[src/rtl/alu_arbiter.sv]
// alu_arbiter: two-requester round-robin front end for a shared combinational ALU
module alu_arbiter #(
    parameter int WIDTH = 5
) (
    input  logic             clk,
    input  logic             rst_n,
    input  logic             req0,
    input  logic             req1,
    input  logic [1:0]       sel0,
    input  logic [1:0]       sel1,
    input  logic [WIDTH-1:0] a0,
    input  logic [WIDTH-1:0] b0,
    input  logic [WIDTH-1:0] a1,
    input  logic [WIDTH-1:0] b1,
    output logic             ack0,
    output logic             ack1,
    output logic [WIDTH:0]   res,
    output logic             busy,
    output logic [1:0]       alu_select,
    output logic [WIDTH-1:0] alu_a,
    output logic [WIDTH-1:0] alu_b,
    input  logic [WIDTH:0]   alu_res,
    output logic [7:0]       op_count
);
    typedef enum logic [1:0] {IDLE, EXEC, DONE} state_t;
    state_t state, state_nx;
    logic win, ptr, grant, pick;
    logic [WIDTH:0] cap;
    // the ack cycle still belongs to the operation, so no grant is made during it
    always_comb begin
        grant = (state == IDLE) && !ack0 && !ack1 && (req0 || req1);
        pick = (req0 && req1) ? ptr : req1;
        state_nx = (state == EXEC) ? DONE : (state == DONE) ? IDLE : (grant ? EXEC : IDLE);
    end
    assign busy = (state != IDLE) || ack0 || ack1;
    always_ff @(posedge clk or negedge rst_n) begin
        if (!rst_n) begin
            state <= IDLE;
            win <= 1'b0;
            ptr <= 1'b0;
            ack0 <= 1'b0;
            ack1 <= 1'b0;
            res <= '0;
            cap <= '0;
            alu_select <= '0;
            alu_a <= '0;
            alu_b <= '0;
            op_count <= '0;
        end else begin
            state <= state_nx;
            ack0 <= (state == DONE) && !win;
            ack1 <= (state == DONE) && win;
            if (grant) begin
                win <= pick;
                alu_select <= pick ? sel1 : sel0;
                alu_a <= pick ? a1 : a0;
                alu_b <= pick ? b1 : b0;
            end
            if (state == EXEC) cap <= alu_res;
            if (state == DONE) begin
                res <= cap;
                op_count <= op_count + 8'd1;
                ptr <= ~win;
            end
        end
    end
endmodule

[config.mk]
export PLATFORM = sky130hd
export DESIGN_NAME = alu_arbiter
export DESIGN_NICKNAME = d
export VERILOG_FILES = /design/src/rtl/alu_arbiter.sv
export SDC_FILE = /design/constraint.sdc
export NUM_CORES = 1
export LEC_CHECK = 0
export BUFFER_PORTS_ARGS = -buffer_cell sky130_fd_sc_hd__buf_2
export CAP_MARGIN = 25
export CORE_ASPECT_RATIO = 0.7
export CORE_UTILIZATION = 30
export DETAILED_ROUTE_END_ITERATION = 8
export PLACE_DENSITY = 0.5
export SYNTH_ARGS = -nofsm -noshare
export SYNTH_HDL_FRONTEND = slang
export SYNTH_SLANG_ARGS = --single-unit
export TNS_END_PERCENT = 100
[constraint.sdc]
create_clock -name clk -period 2 [get_ports clk]
set_clock_uncertainty 0.1 [all_clocks]
set_input_delay 0.6 -clock clk [delete_from_list [all_inputs] [get_ports clk]]
set_output_delay 0.6 -clock clk [all_outputs]
set_load 0.02 [all_outputs]
==> reports/metrics.cfg <==
[floorplan]
die_y_um = 64.08
start_util_pct = 31.41
die_area_um2 = 5811
die_w_um = 90.69
ios = 63
core_um2 = 5258
row_count = 22

[clock_network]
cts_buffers = 5
clockBufferDepth = 2
clk_latency_ps = 280
cts-root-buf = clkbuf_8
cts_max_level = 2
hold_buffers = 0
cts_tree = done
clock-sinks = 38
cts.clk_slew.worst_paths_ps = 70

[power]
p_leak_uw = 0.001016
ir_worst_vdd_mv = 0.4320
powerDensity_nw_per_um2 = 1689

[routing]
drt-total-wl_mm = 3.676
drt-wirelength-per-cell_um = 13.51
vias = 1285
via_per_inst = 4.724
drc_errors = 0
drt-initial-drc-count = 34
final_antenna_net_count = 0
first_pass_iters = 4

[hold_path]
hold_class = in -> async

[run_status]
status = finished clean

[place]
pre_cts_slack_ps = 243.5
port_buffers = 62
hpwlAfterDp_mm = 2.818
placedCellCount = 262
gp_congestion = 0.7477

[synth]
synth_compound_area_share_pct = 17.27
synthesis.nets = 166
synth_enable_flop_cells = 0
synth.most_common_cell = dfrtp_1
ys_top_cells_by_area = dfrtp_1 (58%), a2bb2oi_2 (8.2%), o32ai_1 (6.4%)
synthArstFlopShare_pct = 100.0
netlist_area_um2 = 1652
muxShareOfSynthArea_pct = 4.091
synth_simple_gate_area_share_pct = 13.41
synthCells = 131
ys.flop_type = dfrtp_1
yosysTopAreaCell = dfrtp_1
synth_commonest_cells = dfrtp_1 (38), nand2_1 (22), o32ai_1 (12), a2bb2oi_2 (9), xnor2_1 (7)
ys_ff_latch = 38
synth_top_family_by_area = compound AO/OA/AOI/OAI gates
synth-xor-area-share_pct = 3.712
synthAdderAreaFrac_pct = 0.7576
synthDistinctLibCells = 27
ys_seq_area_share_pct = 57.58
ys_warn_count = 0
yosysTopAreaCellShare_pct = 57.58
avgSynthCellArea_um2 = 12.61

[global_route]
grt_pass1_vias = 1315
grt_remaining_overflow = 0
grt_max_degree = 22
grt_pass1_wl_mm = 6.210
antenna_found_initial = 0
grtUsageTotal_pct = 13.62

[sta]
setup-tns-final_ps = 0
rsz0062_at_grt = no
maxSlewViolCount = 0
period_share_pct = 97.11
fmax_ghz = 0.5149
maxSlewHeadroom_pct = 59.25
setup_ws_ps = 57.88
hold_violations = 0
setup_violations = 0
tightest_slew_ps = 610.0
min_period_ps = 1942

[flow_run]
drv_cap = 0

[critical_path]
required_ps = 1300
r2r-start = state[1]
end_kind = primary output
cp-start-kind = register
critPathMaxFanout = 2
critPathKind = reg -> out
crit_arrival_ps = 1240
setup.worst_path.start = state[1]

[finish]
finalNetCount = 234
layout-drive-gt1-share_pct = 47.50
multiInputGateArea_um2 = 648.1
postLayoutCoreUtil_pct = 41.19
seqCellArea_um2 = 952.2
area_delta_synth_final_pct = 31.14
diodes = 0
stdcell_count = 272
nFillCells = 529

power breakdown:
group          switching (uW)  total (uW)  internal (uW)  leakage (uW)
sequential                252        1370           1120      0.000453
clock                     264         541            277     0.0000472
combinational             952        1750            795      0.000516
total                    1470        3660           2190       0.00102
state kept, by name, summed over array words and instances (netlist names):
register	count
alu_select	2
cap	6
ack0	1
res	6
ack1	1
win	1
alu_b	5
state	2
op_count	8
ptr	1
alu_a	5
per-layer routing:
layer / vias to the layer above / track usage (%) / share of wire (%)
met5: - / 0 / 0
met4: 0 / 4.637 / 0.49
met3: 2 / 4.048 / 3.5
met2: 26 / 21.50 / 48
met1: 643 / 17.87 / 48
li1: 614 / - / -
worst max-delay path, stage by stage (launching register included):
cell     delay [ps]
dfrtp_2         430
nor4_4          320
inv_2            80
buf_6           140
final cells by class:
type / instances / area share [%]
clock inverters: 2 / 0.5777
well taps: 72 / 4.159
multi-input cells: 82 / 29.92
repair buffers: 69 / 17.04
flip-flops and latches: 38 / 43.96
inverters: 3 / 0.5199
clock buffers: 6 / 3.813
what timing repair did:
item | 4_1_cts | 5_1_grt
setup endpoints to repair | 1 | 1
resized for setup | 1 | 2
pin swaps | 1 | 1
buffers inserted | 2 | 0
stage by stage:
step | total power, uW | hold WS, ps | area, um^2
floorplan | 2594 | 204.4 | 1652
global placement | 3042 | 349.8 | 2048
detailed placement | 3101 | 361.8 | 2048
CTS | 3695 | 166.3 | 2160
global route | 3920 | 178.4 | 2166
finish | 3658 | 159.6 | 2166
logic make-up (layout without fill, tap and decap cells):
kind of cell	after synthesis	in the layout
compound gates	26	26
simple gates	42	42
xor+xnor	7	7
buf+inv	11	80
flops	38	38
fa+ha+maj	1	1
mux	6	6
cells in the final DEF, fill, tap and decap left out, drive strengths merged, types with 3 or more instances in the layout:
cell type / count
nand4: 3
o32ai: 12
nand2: 22
xnor2: 7
nor2: 6
buf: 69
nor2b: 4
dfrtp: 38
clkbuf: 6
a2bb2oi: 12
inv: 3
mux2: 6
path summary, 6_finish.rpt:
kind / to / slack (ps) / cells past startpoint
worst max-delay path: busy / 60 / 3
worst min-delay path: res[3] / 160 / 1
worst max register to register: alu_b[4] / 290 / 5
worst min register to register: op_count[7] / 360 / 1
max in group asynchronous: op_count[6] / 1120 / 2
min in group clk: op_count[7] / 360 / 1
No activity file was read; power rests on OpenSTA's default activity.
